$ cat src/rtl/keypad_pkg.sv
// Shared constants and helpers for the keypad matrix scanner.
//
// Contents:
//   DRIVE_ON / DRIVE_OFF  level driven onto a column line (active-low)
//   CNT_W                 width of the per-key debounce counter (DEBOUNCE_SCANS <= 15)
//   HEX_LEGEND            legend of a standard 4x4 pad, indexed by row*4 + col
//   key_width()           width of a key code for a given matrix size
package keypad_pkg;

    localparam logic DRIVE_ON  = 1'b0;
    localparam logic DRIVE_OFF = 1'b1;

    localparam int unsigned CNT_W = 4;

    // Rows top to bottom: 1 2 3 A / 4 5 6 B / 7 8 9 C / 0 F E D
    localparam logic [3:0] HEX_LEGEND [16] = '{
        4'h1, 4'h2, 4'h3, 4'hA,
        4'h4, 4'h5, 4'h6, 4'hB,
        4'h7, 4'h8, 4'h9, 4'hC,
        4'h0, 4'hF, 4'hE, 4'hD
    };

    function automatic int unsigned key_width(input int unsigned rows, input int unsigned cols);
        return $clog2(rows * cols);
    endfunction

endpackage

$ cat src/rtl/keypad_matrix_scanner_if.sv
// Pin-side and consumer-side signals of the keypad matrix scanner.
//
// Signals:
//   row          raw row pins, low = key pressed in the driven column
//   col          column drive, active-low one-hot
//   key_valid    event present at FIFO head
//   key_code     code of the head event
//   key_ready    consumer accepts the head event
//   any_pressed  OR of all debounced key states
//   overflow     sticky press-dropped flag
//   ovf_clr      synchronous clear of overflow
// Modports: master = scanner side, slave = pad/consumer side.
interface keypad_matrix_scanner_if
    import keypad_pkg::*;
#(
    parameter int unsigned NUM_ROWS = 4,
    parameter int unsigned NUM_COLS = 4
) ();

    localparam int unsigned KEY_W = key_width(NUM_ROWS, NUM_COLS);

    logic [NUM_ROWS-1:0] row;
    logic [NUM_COLS-1:0] col;
    logic                key_valid;
    logic [KEY_W-1:0]    key_code;
    logic                key_ready;
    logic                any_pressed;
    logic                overflow;
    logic                ovf_clr;

    modport master (
        input  row, key_ready, ovf_clr,
        output col, key_valid, key_code, any_pressed, overflow
    );

    modport slave (
        output row, key_ready, ovf_clr,
        input  col, key_valid, key_code, any_pressed, overflow
    );

endinterface

$ cat src/rtl/keypad_event_fifo.sv
// First-word-fall-through event FIFO for key codes.
//
// Ports:
//   clk, rst_n   clock, asynchronous active-low reset
//   wr_en        push wr_data; accepted when not full, or when full and a read
//                happens in the same cycle
//   wr_data      data to push
//   full         FIFO holds DEPTH entries
//   rd_valid     head entry present
//   rd_ready     consumer pops the head when rd_valid & rd_ready
//   rd_data      head entry, 0 while empty
module keypad_event_fifo #(
    parameter int unsigned WIDTH = 4,
    parameter int unsigned DEPTH = 4
) (
    input  logic             clk,
    input  logic             rst_n,
    input  logic             wr_en,
    input  logic [WIDTH-1:0] wr_data,
    output logic             full,
    output logic             rd_valid,
    input  logic             rd_ready,
    output logic [WIDTH-1:0] rd_data
);

    localparam int unsigned AW = $clog2(DEPTH);

    logic [WIDTH-1:0] mem [DEPTH];
    // Extra MSB distinguishes full from empty when the indices match.
    logic [AW:0]      wr_ptr, rd_ptr;
    logic             empty, rd_fire, wr_fire;

    assign empty    = (wr_ptr == rd_ptr);
    assign full     = (wr_ptr[AW] != rd_ptr[AW]) && (wr_ptr[AW-1:0] == rd_ptr[AW-1:0]);
    assign rd_valid = !empty;
    assign rd_fire  = rd_valid && rd_ready;
    assign wr_fire  = wr_en && (!full || rd_fire);
    assign rd_data  = empty ? '0 : mem[rd_ptr[AW-1:0]];

    always_ff @(posedge clk or negedge rst_n) begin
        if (!rst_n) begin
            wr_ptr <= '0;
            rd_ptr <= '0;
        end else begin
            if (wr_fire) wr_ptr <= wr_ptr + 1'b1;
            if (rd_fire) rd_ptr <= rd_ptr + 1'b1;
        end
    end

    always_ff @(posedge clk) begin
        if (wr_fire) mem[wr_ptr[AW-1:0]] <= wr_data;
    end

endmodule

$ cat src/rtl/keypad_matrix_scanner.sv
// Active-low row/column keypad scanner with per-key debounce and a press-event FIFO.
//
// Ports:
//   clk    system clock
//   rst_n  asynchronous active-low reset
//   kp     keypad_matrix_scanner_if.master: row/col pins, key_valid/key_code/key_ready
//          event stream, any_pressed, overflow, ovf_clr
//
// Optional feature: define KEYPAD_HEX_MAP_EN to report the hex legend of a 4x4 pad
// instead of the raw row*NUM_COLS + col index (4x4 matrix required).
module keypad_matrix_scanner
    import keypad_pkg::*;
#(
    parameter int unsigned NUM_ROWS       = 4,
    parameter int unsigned NUM_COLS       = 4,
    parameter int unsigned SCAN_TICKS     = 100000,
    parameter int unsigned SETTLE_TICKS   = 8,
    parameter int unsigned DEBOUNCE_SCANS = 4,
    parameter int unsigned FIFO_DEPTH     = 4
) (
    input  logic                    clk,
    input  logic                    rst_n,
    keypad_matrix_scanner_if.master kp
);

    localparam int unsigned KEY_W = key_width(NUM_ROWS, NUM_COLS);
    localparam int unsigned T_W   = $clog2(SCAN_TICKS);
    localparam int unsigned C_W   = $clog2(NUM_COLS);
    localparam int unsigned R_W   = $clog2(NUM_ROWS);
    localparam logic [CNT_W-1:0] DB_LAST = CNT_W'(DEBOUNCE_SCANS - 1);

`ifdef KEYPAD_HEX_MAP_EN
    if (NUM_ROWS != 4 || NUM_COLS != 4) begin : g_bad_size
        $error("KEYPAD_HEX_MAP_EN requires a 4x4 matrix");
    end
`endif

    // Row synchroniser; idles released (high).
    logic [NUM_ROWS-1:0] row_meta, row_sync;

    always_ff @(posedge clk or negedge rst_n) begin
        if (!rst_n) begin
            row_meta <= '1;
            row_sync <= '1;
        end else begin
            row_meta <= kp.row;
            row_sync <= row_meta;
        end
    end

    // run holds the counters for the first edge after reset so that col stays
    // all-ones while in reset and column 0 starts with a full window.
    logic           run;
    logic [T_W-1:0] tick;
    logic [C_W-1:0] col_idx;
    logic           sample;

    always_ff @(posedge clk or negedge rst_n) begin
        if (!rst_n) begin
            run     <= 1'b0;
            tick    <= '0;
            col_idx <= '0;
        end else if (!run) begin
            run <= 1'b1;
        end else if (tick == T_W'(SCAN_TICKS - 1)) begin
            tick    <= '0;
            col_idx <= (col_idx == C_W'(NUM_COLS - 1)) ? '0 : col_idx + 1'b1;
        end else begin
            tick <= tick + 1'b1;
        end
    end

    assign sample = run && (tick == T_W'(SETTLE_TICKS));

    always_comb begin
        kp.col = {NUM_COLS{DRIVE_OFF}};
        if (run) kp.col[col_idx] = DRIVE_ON;
    end

    // Debounce state per key.
    logic [NUM_COLS-1:0] db_q [NUM_ROWS];
    logic [NUM_COLS-1:0] db_d [NUM_ROWS];
    logic [CNT_W-1:0]    cnt_q [NUM_ROWS][NUM_COLS];
    logic [CNT_W-1:0]    cnt_d [NUM_ROWS][NUM_COLS];
    logic                press;
    logic [R_W-1:0]      press_row;

    // A row pin is high when released, so raw == db exactly when row_sync != db.
    // Only the lowest qualifying row may flip to pressed in one sample; later rows
    // park one count short and flip on a subsequent frame.
    always_comb begin
        db_d      = db_q;
        cnt_d     = cnt_q;
        press     = 1'b0;
        press_row = '0;
        if (sample) begin
            for (int r = 0; r < int'(NUM_ROWS); r++) begin
                if (row_sync[r] != db_q[r][col_idx]) begin
                    cnt_d[r][col_idx] = '0;
                end else if (cnt_q[r][col_idx] != DB_LAST) begin
                    cnt_d[r][col_idx] = cnt_q[r][col_idx] + 1'b1;
                end else if (db_q[r][col_idx]) begin
                    db_d[r][col_idx]  = 1'b0;
                    cnt_d[r][col_idx] = '0;
                end else if (!press) begin
                    db_d[r][col_idx]  = 1'b1;
                    cnt_d[r][col_idx] = '0;
                    press             = 1'b1;
                    press_row         = R_W'(r);
                end else begin
                    cnt_d[r][col_idx] = DB_LAST;
                end
            end
        end
    end

    always_ff @(posedge clk or negedge rst_n) begin
        if (!rst_n) begin
            db_q  <= '{default: '0};
            cnt_q <= '{default: '0};
        end else begin
            db_q  <= db_d;
            cnt_q <= cnt_d;
        end
    end

    always_comb begin
        kp.any_pressed = 1'b0;
        for (int r = 0; r < int'(NUM_ROWS); r++) begin
            kp.any_pressed = kp.any_pressed | (|db_q[r]);
        end
    end

    // Event code and FIFO.
    logic [KEY_W-1:0] raw_idx, press_code;
    logic             fifo_full, drop, ovf_q;

    assign raw_idx = KEY_W'(int'(press_row) * int'(NUM_COLS) + int'(col_idx));

`ifdef KEYPAD_HEX_MAP_EN
    assign press_code = HEX_LEGEND[raw_idx];
`else
    assign press_code = raw_idx;
`endif

    keypad_event_fifo #(
        .WIDTH (KEY_W),
        .DEPTH (FIFO_DEPTH)
    ) u_fifo (
        .clk      (clk),
        .rst_n    (rst_n),
        .wr_en    (press),
        .wr_data  (press_code),
        .full     (fifo_full),
        .rd_valid (kp.key_valid),
        .rd_ready (kp.key_ready),
        .rd_data  (kp.key_code)
    );

    // A same-cycle read frees the slot, so only a write into a full FIFO with no
    // read is lost. The db flip above still happens, so no repeat event follows.
    assign drop = press && fifo_full && !(kp.key_valid && kp.key_ready);

    always_ff @(posedge clk or negedge rst_n) begin
        if (!rst_n) begin
            ovf_q <= 1'b0;
        end else if (drop) begin
            ovf_q <= 1'b1;
        end else if (kp.ovf_clr) begin
            ovf_q <= 1'b0;
        end
    end

    assign kp.overflow = ovf_q;

endmodule

$ cat src/flat_wrapper.sv
// flat-port wrapper written by rule: the top's interface ports become plain ports
module keypad_matrix_scanner_flat import keypad_pkg::*;
#(
    parameter int unsigned NUM_ROWS       = 4,
    parameter int unsigned NUM_COLS       = 4,
    parameter int unsigned SCAN_TICKS     = 100000,
    parameter int unsigned SETTLE_TICKS   = 8,
    parameter int unsigned DEBOUNCE_SCANS = 4,
    parameter int unsigned FIFO_DEPTH     = 4
)
  (clk, rst_n, kp_row, kp_key_ready, kp_ovf_clr, kp_col, kp_key_valid, kp_key_code, kp_any_pressed, kp_overflow);
  keypad_matrix_scanner_if #(.NUM_ROWS(NUM_ROWS), .NUM_COLS(NUM_COLS)) kp_i ();
  input  logic clk;
  input  logic rst_n;
  input wire logic [$bits(kp_i.row)-1:0] kp_row;
  input wire logic [$bits(kp_i.key_ready)-1:0] kp_key_ready;
  input wire logic [$bits(kp_i.ovf_clr)-1:0] kp_ovf_clr;
  output wire logic [$bits(kp_i.col)-1:0] kp_col;
  output wire logic [$bits(kp_i.key_valid)-1:0] kp_key_valid;
  output wire logic [$bits(kp_i.key_code)-1:0] kp_key_code;
  output wire logic [$bits(kp_i.any_pressed)-1:0] kp_any_pressed;
  output wire logic [$bits(kp_i.overflow)-1:0] kp_overflow;
  assign kp_i.row = kp_row;
  assign kp_i.key_ready = kp_key_ready;
  assign kp_i.ovf_clr = kp_ovf_clr;
  assign kp_col = kp_i.col;
  assign kp_key_valid = kp_i.key_valid;
  assign kp_key_code = kp_i.key_code;
  assign kp_any_pressed = kp_i.any_pressed;
  assign kp_overflow = kp_i.overflow;
  keypad_matrix_scanner #(.NUM_ROWS(NUM_ROWS), .NUM_COLS(NUM_COLS), .SCAN_TICKS(SCAN_TICKS), .SETTLE_TICKS(SETTLE_TICKS), .DEBOUNCE_SCANS(DEBOUNCE_SCANS), .FIFO_DEPTH(FIFO_DEPTH)) u_core (.clk(clk), .rst_n(rst_n), .kp(kp_i));
endmodule
$ cat config.mk
export PLATFORM = sky130hd
export DESIGN_NAME = keypad_matrix_scanner_flat
export DESIGN_NICKNAME = d
export VERILOG_FILES = /design/src/rtl/keypad_pkg.sv /design/src/rtl/keypad_matrix_scanner_if.sv /design/src/rtl/keypad_event_fifo.sv /design/src/rtl/keypad_matrix_scanner.sv /design/src/flat_wrapper.sv
export SDC_FILE = /design/constraint.sdc
export NUM_CORES = 1
export LEC_CHECK = 0
export BUFFER_PORTS_ARGS = -buffer_cell sky130_fd_sc_hd__buf_4
export CAP_MARGIN = 15
export CORE_MARGIN = 2
export CORE_UTILIZATION = 43
export DETAILED_ROUTE_END_ITERATION = 10
export HOLD_SLACK_MARGIN = 0.15
export MAX_ROUTING_LAYER = met4
export SYNTH_ARGS = -nofsm -noshare
export SYNTH_HDL_FRONTEND = slang
export SYNTH_SLANG_ARGS = --single-unit
$ cat constraint.sdc
create_clock -name clk -period 4.7 [get_ports clk]
set_input_delay 0.235 -clock clk [delete_from_list [all_inputs] [get_ports clk]]
set_output_delay 0.235 -clock clk [all_outputs]
set_load 0.005 [all_outputs]
==> run summary, run 1 <==
Status: finished clean
CTS tree: yes
Multi-input gate area: 2820 um^2
Count of cells resized by post-cts repair: 0
Layout area overhead: 15.8%
Post-synth ARST share: 87.8%
Count of input and output buffers: 18
GR met1 Demand/Resource: 26.1%
Slew @ Worst Pin: 0.985 ns
Final hold vios: 0
Worst VDD drop: 0.000248 V
H-tree depth: 4
Clock skew: 0.00799 ns
Detailed-route via count: 4,515
MaxCap Viol Count: 0
Most area-hungry cell type in the Yosys netlist: dfrtp_1
Ranking of synthesized cells by area: dfrtp_1 (42%), mux4_2 (8.1%), edfxtp_1 (7.5%)
Initial antenna violation count: 0
Final setup TNS: 0 ns
LEAKAGE: 3.15 nW
Nets: 648
IO Pins: 19
DP Cell Count: 780
Post-synth EDFFs: 16
N_diodes: 0
DRT Pass-1 Iters: 5
DRC errors left: 0
Total grt overflow: 0
Number of global-route vias before repair: 4,686
Largest delay share family, worst path: simple AND/OR/NAND/NOR gates
Count of cell types in the netlist: 49
Chip width: 126 um
Worst endpoint required time: 4.78 ns
Fin crit share: 81.5%
CORE AREA: 14,500 um^2
Critical path class: flop to flop
Buffer and inverter count on the worst path: 1
Busiest grt layer: met2
Mapped Cells: 593
Rel. slew slack: 34.4%
Data arrival, critical path: 3.91 ns
Most common cell after layout, fill and taps aside: dfrtp_1
Final std cells w/o fill: 819
Pwr dens: 422 nW/um^2
Synth warn: 0
Num rows: 44
Die span in y: 126 um
Final Critical Period: 3.83 ns
Num CTS Buffers: 17
CP max-delay cell: dfrtp_1
FMAX: 261 MHz
FF/Latch Area: 3370 um^2
Synth Register Bits: 131
Synth Cell Area: 6380 um^2
Register area share after synthesis: 52.8%
Met3 Track Usage GR: 5.18%
Placer Congestion: 0.827
Clock sinks: 131
CTS Buffer Depth: 2
Fillers: 1,342
Pin count of the biggest net entering global routing: 77
Worst Path Max Fanout: 15
Vias per Instance: 5.51
Syn Nets: 619
Clock slew seen by the registers of the worst setup and hold paths: 0.06 ns
Top_reg_cell synth: dfrtp_1
WL final: 14.5 mm
Global-route wire length before repair: 24.3 mm
Syn Area/Cell: 10.8 um^2
Met2 usage: 31.5%
DR iter-0 viols: 365
Post-synth top area share: 41.9%
Worst setup SP type: flop
DP Area: 6720 um^2
Slew Viols, Final: 0
Drt wl/cell: 17.7 um
Commonest cells after routing, fill and taps aside: dfrtp_1 (107), nand2_1 (99), o21ai_0 (56)
Final ANT Viol Nets: 0
Final Cell Area: 7390 um^2
HP Class: flop to flop
Starting Density: 43.9%
CP Capture Type: flop
Die ar.: 15,800 um^2
Worst path max stage delay: 0.79 ns
Final setup fails: 0
Global-route usage over all layers: 20.2%
RSZ-0062 raised after global routing: no
CTS root buf: clkbuf_16
DPL Wire Length: 10.3 mm
Worst path cell trace: buf_4, mux4_2, or3_4, nor3_4, nor4_1, or3b_1, nor2_1
Clock Latency Late Sink: 0.42 ns
Layout cells sized above 1: 16.2%
[power by group]
part / total, mW / internal (mW) / switching (mW)
Combinational: 0.463 / 0.225 / 0.238
Clock: 1.33 / 0.846 / 0.488
Sequential: 1.33 / 1.23 / 0.0942
Total: 3.12 / 2.30 / 0.820
[Yosys cell counts, types with 5 or more instances]
cell	number
nand3_1	17
mux4_2	23
nor4_1	11
mux2_2	6
nor2b_1	6
nor2_1	42
a22oi_1	5
xnor2_1	16
dfrtp_1	107
nor3_1	9
nand2_1	99
o21ai_0	56
dfstp_2	8
xor2_1	13
a21oi_1	26
and2_1	8
clkbuf_1	17
ha_1	18
mux2i_1	10
and3_1	6
inv_1	27
edfxtp_1	16
[path summary, 6_finish.rpt]
kind / startpoint / end / slack, ns / depth (start not counted)
min in group asynchronous: rst_n / u_core.cnt_q[46] / 0.53 / 2
max in group asynchronous: rst_n / u_core.row_sync[3] / 3.05 / 3
max: u_core.col_idx[0] / u_core.u_fifo.mem[1][0] / 0.87 / 7
max reg2reg: u_core.col_idx[0] / u_core.u_fifo.mem[1][0] / 0.87 / 7
min reg2reg: u_core.row_meta[1] / u_core.row_sync[1] / 0.36 / 0
min: u_core.row_meta[1] / u_core.row_sync[1] / 0.36 / 0
[area by class of cell]
class | instances | area share, %
Multi-Input combinational cell | 411 | 38.1
Clock buffer | 19 | 5.99
Tap cell | 184 | 3.11
Timing Repair Buffer | 34 | 3.69
Sequential cell | 131 | 45.6
Clock inverter | 13 | 2.13
Inverter | 27 | 1.37
[cells by family (layout without fill, tap and decap cells)]
| kind of cell | Yosys count | count (layout) | synth area share, % |
|---|---|---|---|
| other | 1 | 1 | 0.0587 |
| AOI/OAI and AO/OA | 101 | 101 | 8.76 |
| xor gates and xnor gates | 29 | 29 | 3.98 |
| muxes | 40 | 40 | 11.0 |
| buffers and inverters | 51 | 93 | 3.19 |
| DFF | 131 | 131 | 52.8 |
| and+or+nand+nor | 222 | 222 | 16.8 |
| adders and majority gates | 18 | 18 | 3.53 |
[layer usage]
metal	vias to the layer above	part of all wire (%)
met5	-	0
li1	2132	-
met4	0	1.8
met3	19	4.3
met1	2266	46
met2	98	48
[per-stage QoR]
stage / utilization (%) / hold slack, ns / worst slack, ns / total power [mW]
after detailed placement: 46.2 / 0.345 / 0.827 / 1.81
after global routing: 50.9 / 0.360 / 0.586 / 3.27
final: 50.9 / 0.356 / 0.871 / 3.12
after floorplan: - / -0.0606 / 0.860 / 1.64
after CTS: 50.9 / 0.358 / 0.815 / 3.16
after global placement: 46.2 / 0.344 / 0.937 / 1.80
[worst register-to-register path: stages, from the launching register on]
cell,delay [ns]
dfrtp_1,0.79
buf_4,0.36
mux4_2,0.60
or3_4,0.43
nor3_4,0.27
nor4_1,0.16
or3b_1,0.54
nor2_1,0.33
[timing repair]
| action | in CTS | in global routing |
|---|---|---|
| setup buffers | 0 | 0 |
| endpoints found under the hold margin | 78 | 0 |
| hold buffers | 7 | 0 |
No activity file was read; power rests on OpenSTA's default activity.
==> run 2: changes to the inputs <==
- ABC_AREA: not set -> 1
- clock period: 4.7 -> 3.8 ns (I/O delays scaled with it)
==> run summary, run 2 <==
Status: finished clean
Layout cells sized above 1: 11.6% (-4.6 points)
Count of cell types in the netlist: 50 (+2.0%)
Top_reg_cell synth: dfrtp_1
Reg-to-Reg Start: u_core.col_idx[0]
CTS Buffer Depth: 2 (unchanged)
Slew @ Worst Pin: 0.858 ns (-0.127 ns)
Die span in y: 141 um (+12%)
CORE AREA: 18,100 um^2 (+25%)
Global-route usage over all layers: 23.9% (+3.7 points)
Final hold slack: 0.356 ns (+0.0000650 ns)
Worst setup SP type: flop
Commonest cells after routing, fill and taps aside: nand2_1 (268), nor2_1 (112), dfrtp_1 (107)
Pin count of the biggest net entering global routing: 60 (-22%)
CTS tree: yes
Worst path max stage delay: 0.41 ns (-0.38 ns)
N_diodes: 0 (unchanged)
RSZ-0062 raised after global routing: no
Final setup fails: 0 (unchanged)
FF/Latch Area: 3370 um^2 (unchanged)
Synth Cell Area: 8040 um^2 (+26%)
Worst hold path depth: 0 (unchanged)
Placer Congestion: 0.900 (+8.8%)
Final hold vios: 0 (unchanged)
H-tree depth: 4 (unchanged)
Worst path cell trace: inv_2, buf_4, nand2_1, nand3_1, nand2_1, inv_1, ha_1, nand3_2, nor2_1, nand2_1, nand4_2, nand3_2, nor2_1
Register area share after synthesis: 41.9% (-11 points)
Post-CTS Setup Bufs: 0 (unchanged)
Final Critical Period: 3.06 ns (-0.767 ns)
Clock Latency Late Sink: 0.43 ns (about the same)
HP Class: flop to flop
Count of input and output buffers: 18 (unchanged)
Critical path class: flop to flop
Initial antenna violation count: 0 (unchanged)
WL final: 22.1 mm (+52%)
Fin crit share: 80.6% (-0.88 points)
Buffer and inverter count on the worst path: 3 (+2)
Crit-path most repeated cell: nand2_1
Final ANT Viol Nets: 0 (unchanged)
Post-synth EDFFs: 16 (unchanged)
R2r setup slk: 0.74 ns (-0.13 ns)
Syn Area/Cell: 7.54 um^2 (-30%)
DR iter-0 viols: 618 (+69%)
Final setup TNS: 0 ns (unchanged)
Global-route wire length before repair: 36.1 mm (+49%)
Detailed-route via count: 7,212 (+60%)
Largest delay share family, worst path: simple AND/OR/NAND/NOR gates
Slew Viols, Final: 0 (unchanged)
Pwr Total: 4.90 mW (+57%)
Synth Register Bits: 131 (unchanged)
Worst Path Max Fanout: 22 (+7)
CP max-delay cell: dfrtp_1
DPL Wire Length: 15.0 mm (+46%)
Worst Hold Endpoint: u_core.row_sync[0]
CTS root buf: clkbuf_16
Nets: 1,115 (+72%)
IO Pins: 19 (unchanged)
Chip width: 141 um (+12%)
Num CTS Buffers: 17 (unchanged)
Synth cell count leaders: nand2_1 (268), nor2_1 (112), dfrtp_1 (107)
LEAKAGE: 4.36 nW (+39%)
Post-synth ARST share: 87.8% (unchanged)
DRC errors left: 0 (unchanged)
CP Capture Type: flop
Most common cell in the synthesized netlist: nand2_1
Multi-input gate area: 3980 um^2 (+41%)
Clock sinks: 131 (unchanged)
Most common cell after layout, fill and taps aside: nand2_1
Clock slew seen by the registers of the worst setup and hold paths: 0.06 ns (about the same)
Drt wl/cell: 16.6 um (-6.3%)
Synth warn: 0 (unchanged)
FMAX: 327 MHz (+25%)
Post-synth top area share: 33.3% (-8.6 points)
R2r endpoint: u_core.u_fifo.mem[1][0]
MaxCap Viol Count: 0 (unchanged)
Pwr dens: 540 nW/um^2 (+28%)
R2r worst-path depth: 13 (+6)
Ranking of synthesized cells by area: dfrtp_1 (33%), nand2_1 (13%), nand3_1 (6.5%)
Most area-hungry cell type in the Yosys netlist: dfrtp_1
Hold Path Origin: u_core.row_meta[0]
Data arrival, critical path: 3.16 ns (-0.75 ns)
Number of global-route vias before repair: 6,791 (+45%)
Mapped Cells: 1,066 (+80%)
Total grt overflow: 0 (unchanged)
Fillers: 1,805 (+35%)
DRT Pass-1 Iters: 5 (unchanged)
Num rows: 49 (+11%)
Worst endpoint required time: 3.90 ns (-0.88 ns)
Worst VDD drop: 0.000328 V (+32%)
Die ar.: 19,800 um^2 (+25%)
Clock skew: 0.00823 ns (+0.000236 ns)
Layout area overhead: 13.0%
Vias per Instance: 5.42 (-1.7%)
Syn Nets: 1,092 (+76%)
Starting Density: 44.3% (+0.35 points)
Rel. slew slack: 42.5% (+8.1 points)
[run 2: cells by family (layout without fill, tap and decap cells)]
| kind of cell | after synthesis | after routing | synth area share [%] |
|---|---|---|---|
| buf+inv | 154 | 190 | 8.55 |
| mux | 1 | 1 | 0.140 |
| compound gates | 178 | 178 | 12.5 |
| xor+xnor | 21 | 21 | 2.29 |
| other cells | 1 | 1 | 0.0467 |
| fa+ha+maj | 18 | 18 | 2.80 |
| simple gates | 562 | 562 | 31.8 |
| flops | 131 | 131 | 41.9 |
[run 2: what timing repair did]
action                     CTS  global route
setup endpoints to repair    0             0
resized for setup            0             0
hold endpoints to repair    57             0
hold buffers                 7             0
[run 2: layout make-up]
cell class              count  area share (%)
inverters                 117            4.84
clock buffers              21            5.31
multi-input cells         781            43.8
repair buffers             41            3.86
flip-flops and latches    131            37.1
well taps                 229            3.16
clock inverters            11            1.90
[run 2: routing by layer]
layer,GRT usage (%),up-vias,wire length [um]
met4,8.11,0,575
met1,32.9,3344,10300
li1,-,3561,-
met5,-,-,0
met2,34.8,250,9750
met3,5.37,57,1430
[run 2: how the worst max path moves through the flow]
stage | to | cells past startpoint | slack (ns) | start
2_1_floorplan | u_core.u_fifo.mem[0][0] | 14 | 0.89 | u_core.col_idx[0]
3_3_place_gp | u_core.u_fifo.mem[0][1] | 13 | 0.89 | u_core.col_idx[0]
3_5_place_dp | u_core.u_fifo.mem[0][0] | 10 | 0.79 | u_core.col_idx[1]
4_1_cts | u_core.u_fifo.mem[0][1] | 10 | 0.74 | u_core.col_idx[1]
5_1_grt | u_core.u_fifo.mem[0][0] | 13 | 0.46 | u_core.col_idx[0]
6_report | u_core.u_fifo.mem[1][0] | 13 | 0.74 | u_core.col_idx[0]
[run 2: through the flow]
stage,cell area (um^2),utilization (%),std cells,worst slack (ns)
floorplan,8040,-,1066,0.893
global placement,8350,46.0,1292,0.891
detailed placement,8350,46.0,1292,0.789
CTS,9080,50.0,1331,0.735
global route,9080,50.0,1331,0.458
finish,9080,50.0,1331,0.738
[run 2: power by group]
part | switching, mW | internal [mW]
sequential | 0.261 | 1.65
clock | 0.649 | 1.17
combinational | 0.722 | 0.449
